===== src/rtl/uart_mmio.sv =====
`timescale 1ns/1ps
`default_nettype none
// ============================================================================
// Module   : uart_mmio
// Purpose  : Memory-mapped UART controller. Captures receiver bytes into an
//            RX FIFO, forwards CPU-written bytes to the sender through a
//            one-byte hold register and a start/busy/done handshake FSM, and
//            exposes TXD/RXD/CON registers plus a registered interrupt.
// Revision : 1.0 - initial release
// ============================================================================
module uart_mmio #(
  parameter logic [31:0] BASE_ADDR  = 32'h40000018,
  parameter int          FIFO_DEPTH = 4
) (
  input  logic        sysclk,
  input  logic        reset_n,
  input  logic [31:0] addr,
  input  logic        mem_read,
  input  logic        mem_write,
  input  logic [31:0] wdata,
  output logic [31:0] rdata,
  input  logic [7:0]  rx_data,
  input  logic        rx_status,
  input  logic        tx_status,
  output logic [7:0]  tx_data,
  output logic        tx_ctrl,
  output logic        irq
);

  localparam int          c_pw       = $clog2(FIFO_DEPTH);
  localparam int          c_cw       = $clog2(FIFO_DEPTH + 1);
  localparam logic [31:0] c_txd_addr = BASE_ADDR;
  localparam logic [31:0] c_rxd_addr = BASE_ADDR + 32'd4;
  localparam logic [31:0] c_con_addr = BASE_ADDR + 32'd8;

  typedef enum logic [1:0] {
    S_IDLE      = 2'd0,
    S_START     = 2'd1,
    S_WAIT_BUSY = 2'd2,
    S_WAIT_DONE = 2'd3
  } state_t;

  // Registered state
  state_t            r_state;
  logic [7:0]        r_mem [FIFO_DEPTH];
  logic [c_pw-1:0]   r_wptr;
  logic [c_pw-1:0]   r_rptr;
  logic [c_cw-1:0]   r_count;
  logic [7:0]        r_hold;
  logic              r_hold_full;
  logic [7:0]        r_tx_data;
  logic              r_rx_ie;
  logic              r_tx_ie;
  logic              r_rx_ovf;
  logic              r_tx_ovf;
  logic              r_irq;

  // Combinational next-state values
  state_t            w_state_nxt;
  logic [c_cw-1:0]   w_count_nxt;
  logic [7:0]        w_hold_nxt;
  logic              w_hold_full_nxt;
  logic              w_rx_ie_nxt;
  logic              w_tx_ie_nxt;
  logic              w_rx_ovf_nxt;
  logic              w_tx_ovf_nxt;
  logic              w_irq_nxt;

  logic w_hit_txd, w_hit_rxd, w_hit_con;
  logic w_txd_wr, w_con_wr;
  logic w_empty, w_full;
  logic w_pop, w_push_ok;
  logic w_consume;
  logic w_tx_busy;
  logic [31:0] w_con_val;
  logic w_unused_wdata;

  assign w_hit_txd = (addr == c_txd_addr);
  assign w_hit_rxd = (addr == c_rxd_addr);
  assign w_hit_con = (addr == c_con_addr);
  assign w_txd_wr  = mem_write & w_hit_txd;
  assign w_con_wr  = mem_write & w_hit_con;

  assign w_empty   = (r_count == '0);
  assign w_full    = (r_count == c_cw'(FIFO_DEPTH));
  // A read of an empty FIFO must not disturb the pointers.
  assign w_pop     = mem_read & w_hit_rxd & ~w_empty;
  // When full, a simultaneous pop frees the slot the push needs.
  assign w_push_ok = rx_status & (~w_full | w_pop);

  // Hold register hands its byte to the sender only from IDLE with the sender idle.
  assign w_consume = (r_state == S_IDLE) & r_hold_full & tx_status;
  assign w_tx_busy = (r_state != S_IDLE);

  assign tx_data = r_tx_data;
  assign irq     = r_irq;

  // Upper write-data bits carry no register fields.
  assign w_unused_wdata = ^wdata[31:8];

  assign w_con_val = {20'd0, 4'(r_count), 1'b0, r_tx_ovf, r_rx_ovf,
                      w_tx_busy, r_hold_full, ~w_empty, r_tx_ie, r_rx_ie};

  // TX FSM state register
  always_ff @(posedge sysclk or negedge reset_n) begin
    if (!reset_n) r_state <= S_IDLE;
    else          r_state <= w_state_nxt;
  end

  // TX FSM next-state and start pulse
  always_comb begin
    w_state_nxt = r_state;
    tx_ctrl     = 1'b0;
    case (r_state)
      S_IDLE:      if (r_hold_full && tx_status) w_state_nxt = S_START;
      S_START: begin
        tx_ctrl     = 1'b1;
        w_state_nxt = S_WAIT_BUSY;
      end
      S_WAIT_BUSY: if (!tx_status) w_state_nxt = S_WAIT_DONE;
      S_WAIT_DONE: if (tx_status)  w_state_nxt = S_IDLE;
      default:     w_state_nxt = S_IDLE;
    endcase
  end

  // Next values for FIFO count, hold register, control bits and interrupt
  always_comb begin
    w_count_nxt     = r_count;
    w_hold_nxt      = r_hold;
    w_hold_full_nxt = r_hold_full;
    w_rx_ie_nxt     = r_rx_ie;
    w_tx_ie_nxt     = r_tx_ie;
    w_rx_ovf_nxt    = r_rx_ovf;
    w_tx_ovf_nxt    = r_tx_ovf;

    case ({w_push_ok, w_pop})
      2'b10:   w_count_nxt = r_count + c_cw'(1);
      2'b01:   w_count_nxt = r_count - c_cw'(1);
      default: w_count_nxt = r_count;
    endcase

    if (w_consume) w_hold_full_nxt = 1'b0;
    if (w_txd_wr) begin
      // A byte leaving the hold register this cycle makes room for the new one.
      if (!r_hold_full || w_consume) begin
        w_hold_nxt      = wdata[7:0];
        w_hold_full_nxt = 1'b1;
      end else begin
        w_tx_ovf_nxt    = 1'b1;
      end
    end

    if (w_con_wr) begin
      w_rx_ie_nxt = wdata[0];
      w_tx_ie_nxt = wdata[1];
      if (wdata[5]) w_rx_ovf_nxt = 1'b0;
      if (wdata[6]) w_tx_ovf_nxt = 1'b0;
    end
    // A new overflow beats a simultaneous clear so the event is never lost.
    if (rx_status && w_full && !w_pop) w_rx_ovf_nxt = 1'b1;

    w_irq_nxt = (w_rx_ie_nxt & (w_count_nxt != '0)) |
                (w_tx_ie_nxt & ~w_hold_full_nxt & (w_state_nxt == S_IDLE));
  end

  // Control, hold and interrupt registers
  always_ff @(posedge sysclk or negedge reset_n) begin
    if (!reset_n) begin
      r_count     <= '0;
      r_wptr      <= '0;
      r_rptr      <= '0;
      r_hold      <= 8'd0;
      r_hold_full <= 1'b0;
      r_tx_data   <= 8'd0;
      r_rx_ie     <= 1'b0;
      r_tx_ie     <= 1'b0;
      r_rx_ovf    <= 1'b0;
      r_tx_ovf    <= 1'b0;
      r_irq       <= 1'b0;
    end else begin
      r_count     <= w_count_nxt;
      if (w_push_ok) r_wptr <= r_wptr + c_pw'(1);
      if (w_pop)     r_rptr <= r_rptr + c_pw'(1);
      r_hold      <= w_hold_nxt;
      r_hold_full <= w_hold_full_nxt;
      // tx_data only changes when a byte is launched, so it is stable for the frame.
      if (w_consume) r_tx_data <= r_hold;
      r_rx_ie     <= w_rx_ie_nxt;
      r_tx_ie     <= w_tx_ie_nxt;
      r_rx_ovf    <= w_rx_ovf_nxt;
      r_tx_ovf    <= w_tx_ovf_nxt;
      r_irq       <= w_irq_nxt;
    end
  end

  // RX FIFO storage
  always_ff @(posedge sysclk or negedge reset_n) begin
    if (!reset_n) begin
      for (int i = 0; i < FIFO_DEPTH; i++) r_mem[i] <= 8'd0;
    end else if (w_push_ok) begin
      r_mem[r_wptr] <= rx_data;
    end
  end

  // Read data mux, purely address driven
  always_comb begin
    rdata = 32'd0;
    if (w_hit_txd)      rdata = {24'd0, r_hold};
    else if (w_hit_rxd) rdata = w_empty ? 32'd0 : {24'd0, r_mem[r_rptr]};
    else if (w_hit_con) rdata = w_con_val;
  end

endmodule
`default_nettype wire


===== config.mk =====
export PLATFORM = sky130hd
export DESIGN_NAME = uart_mmio
export DESIGN_NICKNAME = d
export VERILOG_FILES = /design/src/rtl/uart_mmio.sv
export SDC_FILE = /design/constraint.sdc
export NUM_CORES = 1
export LEC_CHECK = 0
export CAP_MARGIN = 25
export CELL_PAD_IN_SITES_DETAIL_PLACEMENT = 1
export CELL_PAD_IN_SITES_GLOBAL_PLACEMENT = 2
export CORE_UTILIZATION = 31
export CTS_CLUSTER_DIAMETER = 150
export CTS_CLUSTER_SIZE = 14
export DETAILED_ROUTE_END_ITERATION = 10
export PLACE_DENSITY_LB_ADDON = 0.1
export REMOVE_ABC_BUFFERS = 1
export SETUP_SLACK_MARGIN = 0.05
export SLEW_MARGIN = 20
export SYNTH_ARGS = -nofsm -noshare
export SYNTH_HDL_FRONTEND = slang
export SYNTH_SLANG_ARGS = --single-unit

===== constraint.sdc =====
create_clock -name sysclk -period 8.5 [get_ports sysclk]
set_input_delay 0.85 -clock sysclk [delete_from_list [all_inputs] [get_ports sysclk]]
set_output_delay 0.85 -clock sysclk [all_outputs]
set_load 0.1 [all_outputs]

==> results of run 1 <==
routing by layer:
layer,up-vias,GRT usage [%],share of wire (%)
li1,1020,-,-
met1,1104,20.7,48
met2,69,23.7,46
met3,5,3.70,5.1
met4,0,6.12,0.80
met5,-,0,0
layout by cell type (no fill, tap or decap), types with 4 or more instances in the layout:
cell type	Yosys	layout
ha_1	5	5
mux4_2	8	8
dfrtp_1	63	63
conb_1	1	21
nor4_1	6	5
nand2_1	9	9
a221o_1	6	6
xnor2_1	4	4
inv_1	4	4
clkdlybuf4s50_1	0	73
nor4_2	3	4
clkbuf_8	0	10
mux2_2	48	48
nor2_1	5	5
a21oi_4	4	4
and2_1	9	9
metrics by stage:
step | power [mW] | std cells
final | 1.11 | 463
after detailed placement | 0.793 | 446
after floorplan | 0.691 | 237
after CTS | 1.13 | 462
after global routing | 1.18 | 463
after global placement | 0.779 | 446
cell families (layout without fill, tap and decap cells):
family	Yosys count	in the layout	synth area share (%)
mux	60	60	23.7
simple gates	57	57	11.3
compound gates	20	20	6.09
flops	63	63	48.6
fa+ha+maj	6	6	2.54
xor+xnor	6	6	1.62
other cells	1	21	0.115
buf+inv	29	97	6.05
power by group through the flow:
stage	clock [mW]	combinational (mW)	sequential (mW)
floorplan	0	0.250	0.442
global placement	0	0.323	0.456
detailed placement	0	0.332	0.461
CTS	0.338	0.334	0.455
global route	0.352	0.356	0.469
finish	0.327	0.327	0.455
worst paths after layout:
path | startpoint | end | slack, ns | depth (start not counted)
hold / removal | r_mem[11] | r_mem[11] | 0.50 | 1
hold reg to reg | r_mem[11] | r_mem[11] | 0.50 | 1
max in group asynchronous | reset_n | r_count[0] | 7.26 | 2
min in group asynchronous | reset_n | r_mem[28] | 0.69 | 2
setup / recovery | addr[2] | rdata[0] | 3.27 | 6
setup reg to reg | r_count[0] | irq | 5.45 | 7
worst register-to-register path: stages (launching register included):
cell and delay [ns]:
dfrtp_1 0.45, nor3b_2 0.65, a21bo_1 0.27, ha_1 0.23
fa_1 0.42, mux2_2 0.29, or3_1 0.41, a32o_1 0.23
registers in the layout, summed over array words and instances (netlist names):
register and cells:
r_rx_ie 1, tx_data 8, r_tx_ovf 1, irq 1, r_rptr 2, r_mem 32
r_tx_ie 1, r_hold 8, r_hold_full 1, r_count 3, r_rx_ovf 1, r_state 2
r_wptr 2
cell type report:
cell class              instances  area (sq um)
fillers                      1074          5630
clock inverters                 6           115
repair buffers                 77           756
flip-flops and latches         63          1580
multi-input cells             170          1560
well taps                     133           166
inverters                       4          15.0
clock buffers                  10           138
==> impl_metrics.py, run 1 <==
metrics = {
    "routing": {
        "drc_errors": 0,
        "antenna_left": 0,
        "viasPerCell": 4.75,
        "wl_mm": 7.90,
        "drt_iter0_drc": 62,
        "wl_per_cell_um": 17.1,
        "num_vias": 2198,
        "firstDrtPassIters": 4,
    },
    "die": {
        "chipHeight_um": 104,
        "io_pins": 120,
        "rows": 36,
        "start_util_pct": 32.6,
        "dieArea_sq_um": 10900,
        "core_area_sq_um": 9950,
        "dieWidth_um": 104,
    },
    "setup_path": {
        "worst_ep_required_time_ns": 7.65,
        "cp.arrival_ns": 4.38,
        "cp_slowest_cell": "clkdlybuf4s50_1",
        "worst-setup-path-type": "input port to primary output",
        "crit_chain": "clkdlybuf4s50_1 > or4b_2 > nor4_2 > and2_1 > a221o_1 > clkdlybuf4s50_1",
        "cp_num_buf_inv": 2,
        "cp-start-kind": "input port",
        "critPathMaxFanout": 10,
        "cpMostUsedCell": "clkdlybuf4s50_1",
        "endpoint_kind": "primary output",
        "cpPeakStageDelay_ns": 1.15,
        "cp_top_family": "simple AND/OR/NAND/NOR gates",
    },
    "finish": {
        "diodes": 0,
        "utilization_pct": 43.4,
        "final_area_sq_um": 4320,
        "nets": 409,
        "area_delta_synth_final_pct": 33.1,
        "drive_above_1_share_pct": 27.0,
    },
    "synth": {
        "syn_area_sq_um": 3250,
        "synthDistinctLibCells": 46,
        "synth.most_common_cell": "dfrtp_1",
        "yosysTopAreaCellShare_pct": 48.6,
        "netlist_top_cells_area": "dfrtp_1, mux2_2, mux4_2",
        "synth.yosys.seq_area_share_pct": 48.6,
        "avgSynthCellArea_sq_um": 13.4,
        "synth-seq-cells": 63,
        "synth_edf_count": 0,
        "synth_warnings": 0,
        "synth_largest_area_cell": "dfrtp_1",
        "synth-main-ff-cell": "dfrtp_1",
        "async_reset_ff_share_pct": 100,
        "syn_inst": 242,
        "yosys-top-cells-count": "dfrtp_1, mux2_2, buf_4, and2_1, nand2_1",
    },
    "sta": {
        "fin_skew_ns": 0.0196,
        "max_freq_mhz": 191,
        "rsz0062_at_grt": "no",
        "setup_tns_ns": 0,
        "min_period_over_period_pct": 61.5,
        "setup_viol": 0,
        "finalHoldViolCount": 0,
        "tightestPinTransition_ns": 0.992,
        "setup_slack_ns": 3.27,
        "finalMaxSlewViolations": 0,
        "period_needed_ns": 5.23,
        "whs_ns": 0.496,
        "slew_headroom_pct": 33.7,
    },
    "clock_tree": {
        "clk_latency_ns": 0.34,
        "ctsResizeCount": 0,
        "cts_tree": "built",
        "clock_path_buffers": 2,
        "post_cts_buffers": 0,
        "cts.clk_slew.worst_paths_ns": 0.07,
        "cts_root_buf": "clkbuf_8",
        "cts.sinks": 63,
        "cts_inserted_buffers": 9,
        "htree_levels": 3,
        "cts.hold.buffers_added": 0,
    },
    "placement": {
        "dp_slack_ns": 3.26,
        "port_buffers": 74,
        "gp_congestion": 0.659,
        "hpwl_mm": 5.67,
        "place_area_sq_um": 4060,
    },
    "min_path": {
        "hp-class": "register to register",
    },
    "grt": {
        "grt_pass1_vias": 2278,
        "grt-ovfl-total": 0,
        "grtUsageTotal_pct": 15.4,
        "grt_max_degree": 64,
        "antenna_found_initial": 0,
        "grt_pass1_wl_mm": 12.7,
    },
    "power_and_ir_drop": {
        "p_switching_mw": 0.341,
        "pwr-share-comb_pct": 29.5,
        "p_leak_nw": 1.82,
        "swShare_pct": 30.7,
        "pwr-share-clk_pct": 29.5,
        "seqPwrFrac_pct": 41.0,
        "power.density_nw_per_um2": 257,
        "intPower_mw": 0.768,
        "ir_drop_uv": 124,
    },
    "outcome": {
        "status": "completed",
    },
    "job": {
        "maxCapViolCount": 0,
    },
}
No activity file was read; power rests on OpenSTA's default activity.
==> inputs of run 2 (changes only) <==
--- a/config.mk
+++ b/config.mk
@@ -8,7 +8,7 @@
 export CAP_MARGIN = 25
 export CELL_PAD_IN_SITES_DETAIL_PLACEMENT = 1
 export CELL_PAD_IN_SITES_GLOBAL_PLACEMENT = 2
-export CORE_UTILIZATION = 31
+export CORE_UTILIZATION = 26
 export CTS_CLUSTER_DIAMETER = 150
 export CTS_CLUSTER_SIZE = 14
 export DETAILED_ROUTE_END_ITERATION = 10
==> constraint.sdc (replaced) <==
create_clock -name sysclk -period 4.7 [get_ports sysclk]
set_input_delay 0.47 -clock sysclk [delete_from_list [all_inputs] [get_ports sysclk]]
set_output_delay 0.47 -clock sysclk [all_outputs]
set_load 0.1 [all_outputs]
==> run 2 against run 1 <==
Against the previous run:
- sequential power is 80% higher
- design area is 0.75% higher
- sequential cell count stayed put
- worst setup slack worse by 2.3 ns
- die area is 19% higher
- first-iteration DRC count is 42% higher
- non-clock buffer count is 1 higher
- critical path depth is 4 higher
- count of clock-buffer cells in the layout is 1 higher
- critical endpoint is now irq
- largest cell class unchanged
==> impl_metrics.py, run 2 (synthesis results as in run 1) <==
metrics = {
    "clock_tree": {
        "cts_tree": "built",
        "cts.clk_slew.worst_paths_ns": 0.05,
        "htree_levels": 3,
        "clock_path_buffers": 2,
        "ctsResizeCount": 0,
        "clk_latency_ns": 0.33,
        "cts.hold.buffers_added": 0,
        "cts.sinks": 63,
        "cts_root_buf": "clkbuf_16",
        "post_cts_buffers": 0,
        "cts_inserted_buffers": 9,
    },
    "routing": {
        "drt_iter0_drc": 88,
        "wl_mm": 8.13,
        "num_vias": 2174,
        "wl_per_cell_um": 16.3,
        "firstDrtPassIters": 4,
        "antenna_left": 0,
        "viasPerCell": 4.37,
        "drc_errors": 0,
    },
    "outcome": {
        "status": "completed",
    },
    "job": {
        "maxCapViolCount": 0,
    },
    "power_and_ir_drop": {
        "p_switching_mw": 0.621,
        "pwr-share-comb_pct": 29.4,
        "seqPwrFrac_pct": 40.9,
        "power.density_nw_per_um2": 461,
        "pwr-share-clk_pct": 29.7,
        "intPower_mw": 1.39,
        "swShare_pct": 30.9,
        "p_leak_nw": 1.86,
        "finalPower_mw": 2.01,
        "ir_drop_uv": 223,
    },
    "sta": {
        "slew_headroom_pct": 34.9,
        "min_period_over_period_pct": 80.1,
        "finalHoldViolCount": 0,
        "rsz0062_at_grt": "no",
        "max_freq_mhz": 266,
        "fin_skew_ns": 0.00818,
        "period_needed_ns": 3.76,
        "finalMaxSlewViolations": 0,
        "setup_slack_ns": 0.935,
        "tightestPinTransition_ns": 0.974,
        "setup_viol": 0,
        "setup_tns_ns": 0,
    },
    "setup_path": {
        "cpPeakStageDelay_ns": 0.50,
        "critPathLaunch": "addr[9]",
        "worst-setup-path-type": "input port to register",
        "rrSetupSlack_ns": 1.58,
        "cp_slowest_cell": "or4_1",
        "r2r_start": "r_count[0]",
        "critPathMaxFanout": 4,
        "crit_chain": "clkdlybuf4s50_1 > nor4_1 > nand3_1 > or4_1 > a21bo_1 > ha_1 > fa_1 > mux2_2 > or3_1 > a32o_1",
        "worst_ep_required_time_ns": 4.90,
        "cp-start-kind": "input port",
        "endpoint_kind": "register",
        "cp.arrival_ns": 3.97,
    },
    "die": {
        "core_area_sq_um": 12100,
        "rows": 40,
        "start_util_pct": 26.8,
        "dieWidth_um": 114,
        "dieArea_sq_um": 12900,
        "chipHeight_um": 114,
        "io_pins": 120,
    },
    "min_path": {
        "hp-class": "input port to asynchronous set/reset pin",
    },
    "finish": {
        "regArea_sq_um": 1580,
        "area_delta_synth_final_pct": 34.1,
        "final_common_cell": "dfrtp_1",
        "largest_register_ffs": 32,
        "mostFrequentLayoutCells": "dfrtp_1, clkdlybuf4s50_1, mux2_2, conb_1, buf_4",
        "diodes": 0,
        "utilization_pct": 36.0,
        "nets": 410,
        "top_register": "r_mem",
        "multi_input_area_sq_um": 1550,
        "drive_above_1_share_pct": 29.7,
        "fillers": 1320,
    },
    "grt": {
        "grtUsageTotal_pct": 13.5,
        "grt_max_degree": 64,
        "grt_pass1_vias": 2287,
        "grt_pass1_wl_mm": 12.8,
        "antenna_found_initial": 0,
        "grt-ovfl-total": 0,
    },
    "placement": {
        "hpwl_mm": 5.81,
        "gp_congestion": 0.667,
        "dp_slack_ns": 0.555,
        "port_buffers": 74,
    },
}
-- run 2: metal layers --
metal	wire length [um]	vias up	share of wire (%)	global-route usage, %
met3	446	5	5.5	4.78
met4	89	0	1.1	3.95
met5	0	-	0	0
met2	4030	60	50	22.2
li1	-	1017	-	-
met1	3560	1092	44	16.6
-- run 2: per-stage QoR --
| step | hold WS [ns] | instance area [sq um] | instances |
|---|---|---|---|
| finish | 0.315 | 4350 | 498 |
| global route | 0.424 | 4350 | 498 |
| CTS | 0.367 | 4350 | 498 |
| detailed placement | 0.475 | 4090 | 483 |
| global placement | 0.468 | 4090 | 483 |
| floorplan | 0.174 | 3140 | 237 |
-- run 2: final cells by class --
cell class / instances / share of cell area (%)
multi-input combinational: 170 / 35.6
tap: 168 / 4.83
clock inverter: 4 / 0.517
sequential: 63 / 36.2
timing repair buffer: 78 / 17.0
inverter: 4 / 0.345
clock buffer: 11 / 5.57
-- run 2: worst max-delay path, delay by kind of cell --
kind / cells / cell delay (ns)
and+or+nand+nor: 4 / 1.65
buffers and inverters: 1 / 0.40
AOI/OAI and AO/OA: 2 / 0.51
muxes: 1 / 0.28
adders and majority gates: 2 / 0.66
-- run 2: power groups by stage --
stage                     sequential, mW  combinational [mW]  clock [mW]
final                              0.821               0.589       0.596
after global routing               0.851               0.643       0.637
after CTS                          0.825               0.602       0.621
after detailed placement           0.835               0.602           0
after global placement             0.830               0.589           0
after floorplan                    0.799               0.451           0
-- run 2: final timing paths --
kind	end	cells after the start
max in group asynchronous	r_wptr[0]	2
min	tx_data[3]	2
max reg2reg	irq	7
min in group sysclk	r_rx_ovf	1
max	irq	10
min reg2reg	r_rx_ovf	1
==> inputs of run 3 (changes only) <==
==> constraint.sdc (replaced) <==
create_clock -name sysclk -period 3.3 [get_ports sysclk]
set_input_delay 0.33 -clock sysclk [delete_from_list [all_inputs] [get_ports sysclk]]
set_output_delay 0.33 -clock sysclk [all_outputs]
set_load 0.1 [all_outputs]
==> run 3 against run 2 <==
Against the previous run:
- count of clock-buffer cells in the layout fell by 2
- worst hold slack improved by 0.17 ns
- first-iteration DRC count rose by 4.5%
==> impl_metrics.py, run 3 (synthesis results as in run 1) <==
metrics = {
    "min_path": {
        "min_path_cells": 1,
        "hp-class": "register to register",
    },
    "routing": {
        "drt_iter0_drc": 92,
        "wl_per_cell_um": 16.3,
        "viasPerCell": 4.39,
        "antenna_left": 0,
        "firstDrtPassIters": 4,
        "num_vias": 2330,
        "drc_errors": 0,
        "wl_mm": 8.66,
    },
    "grt": {
        "antenna_found_initial": 0,
        "use_met1_pct": 18.3,
        "gr-max-usage-layer": "met2",
        "grt_max_degree": 45,
        "grt_pass1_wl_mm": 14.0,
        "gr-usage-met2_pct": 24.0,
        "gr-usage-met3_pct": 3.83,
        "grt_pass1_vias": 2548,
        "grtUsageTotal_pct": 14.6,
        "grt-ovfl-total": 0,
    },
    "job": {
        "maxCapViolCount": 0,
    },
    "die": {
        "io_pins": 120,
        "dieArea_sq_um": 12900,
        "dieWidth_um": 114,
        "rows": 40,
        "start_util_pct": 26.8,
        "chipHeight_um": 114,
        "core_area_sq_um": 12100,
    },
    "setup_path": {
        "worst_ep_required_time_ns": 3.51,
        "crit_chain": "clkdlybuf4s50_1 > nor4_2 > nand4_2 > buf_4 > buf_6 > or2_4 > nor3b_4 > ha_4 > fa_2 > mux2_4 > or3_4 > a32o_1",
        "cp-start-kind": "input port",
        "cp.arrival_ns": 3.33,
        "endpoint_kind": "register",
        "worstRegToRegCells": 7,
        "cpPeakStageDelay_ns": 0.43,
        "rrSetupSlack_ns": 0.61,
        "worst-setup-path-type": "input port to register",
        "critPathMaxFanout": 2,
        "cp_slowest_cell": "fa_2",
    },
    "finish": {
        "nets": 442,
        "regArea_sq_um": 1580,
        "drive_above_1_share_pct": 39.1,
        "top_register": "r_mem",
        "fillers": 1304,
        "area_delta_synth_final_pct": 51.5,
        "final_common_cell": "dfrtp_1",
        "multi_input_area_sq_um": 1640,
        "largest_register_ffs": 32,
        "mostFrequentLayoutCells": "dfrtp_1, mux2_2, clkdlybuf4s50_1, buf_4, conb_1",
        "diodes": 0,
        "final_cells": 531,
    },
    "clock_tree": {
        "clock_path_buffers": 2,
        "clk_latency_ns": 0.33,
        "cts_root_buf": "clkbuf_16",
        "cts.sinks": 63,
        "cts.clk_slew.worst_paths_ns": 0.06,
        "cts_inserted_buffers": 9,
        "cts_tree": "built",
        "htree_levels": 3,
    },
    "sta": {
        "period_needed_ns": 3.12,
        "tightestPinTransition_ns": 0.978,
        "finalMaxSlewViolations": 0,
        "setup_viol": 0,
        "max_freq_mhz": 321,
        "min_period_over_period_pct": 94.5,
        "setup_slack_ns": 0.181,
        "fin_skew_ns": 0.00492,
        "rsz0062_at_grt": "no",
        "slew_headroom_pct": 34.6,
        "finalHoldViolCount": 0,
    },
    "power_and_ir_drop": {
        "finalPower_mw": 3.15,
        "p_leak_nw": 2.25,
        "power.density_nw_per_um2": 640,
        "ir_drop_uv": 279,
    },
    "placement": {
        "port_buffers": 74,
        "dp.cells": 502,
        "dp_slack_ns": -0.495,
        "hpwl_mm": 6.22,
        "gp_congestion": 0.714,
    },
    "outcome": {
        "status": "completed",
    },
}
## run 3: cell count changes in the layout (fill, tap and decap cells not counted), sizes merged, moves of 2 or more
cell and delta:
inv +4, clkdlybuf4s50 -26, buf +31, clkbuf -2, bufinv +2, clkinv -3
dlygate4sd2 +9, dlymetal6s2s +16
## run 3: worst paths after layout
path / from / endpoint
worst min-delay path: r_rx_ovf / r_rx_ovf
worst max-delay path: addr[22] / irq
worst max register to register: r_count[1] / irq
max in group asynchronous: reset_n / r_rx_ovf
min in group asynchronous: reset_n / r_hold[3]
worst min register to register: r_rx_ovf / r_rx_ovf
## run 3: area by class of cell
class / count / share of cell area, %
clock inverters: 7 / 2.09
multi-input cells: 170 / 33.3
flip-flops and latches: 63 / 32.1
repair buffers: 110 / 23.4
well taps: 168 / 4.27
clock buffers: 9 / 4.58
inverters: 4 / 0.305
## run 3: stage by stage
stage	hold WS (ns)	util (%)	setup TNS (ns)	cell area, sq um
final	0.489	40.6	0	4920
after global routing	0.505	40.6	0	4920
after CTS	0.489	39.6	0	4790
after detailed placement	0.327	36.1	-0.495	4370
after global placement	0.321	36.1	-0.437	4370
after floorplan	0.0344	-	-0.469	3140
## run 3: power by group
group | switching [mW] | total [mW] | internal, mW | leakage, nW
clock network | 0.375 | 1.05 | 0.672 | 0.157
registers | 0.149 | 1.17 | 1.02 | 0.792
logic | 0.439 | 0.929 | 0.491 | 1.30
## run 3: per-layer routing
metal / vias to the layer above / wire [um] / share of wire [%]
met1: 1180 / 3840 / 44
met5: - / 0 / 0
met2: 59 / 4380 / 51
met4: 0 / 95 / 1.1
li1: 1083 / - / -
met3: 8 / 348 / 4.0
## run 3: timing repair
| action | CTS | global route |
|---|---|---|
| pin swaps | 15 | 18 |
| endpoints found under the hold margin | 19 | 0 |
| hold buffers | 1 | 0 |
| endpoints found under the setup margin | 1 | 1 |
| setup buffers | 5 | 7 |
| gates resized for setup | 22 | 22 |
## run 3: worst max-delay path, delay by kind of cell
| kind | cells | cell delay [ns] |
|---|---|---|
| muxes | 1 | 0.29 |
| adders and majority gates | 2 | 0.62 |
| AOI/OAI and AO/OA | 1 | 0.20 |
| buffers and inverters | 3 | 0.67 |
| and+or+nand+nor | 5 | 1.22 |
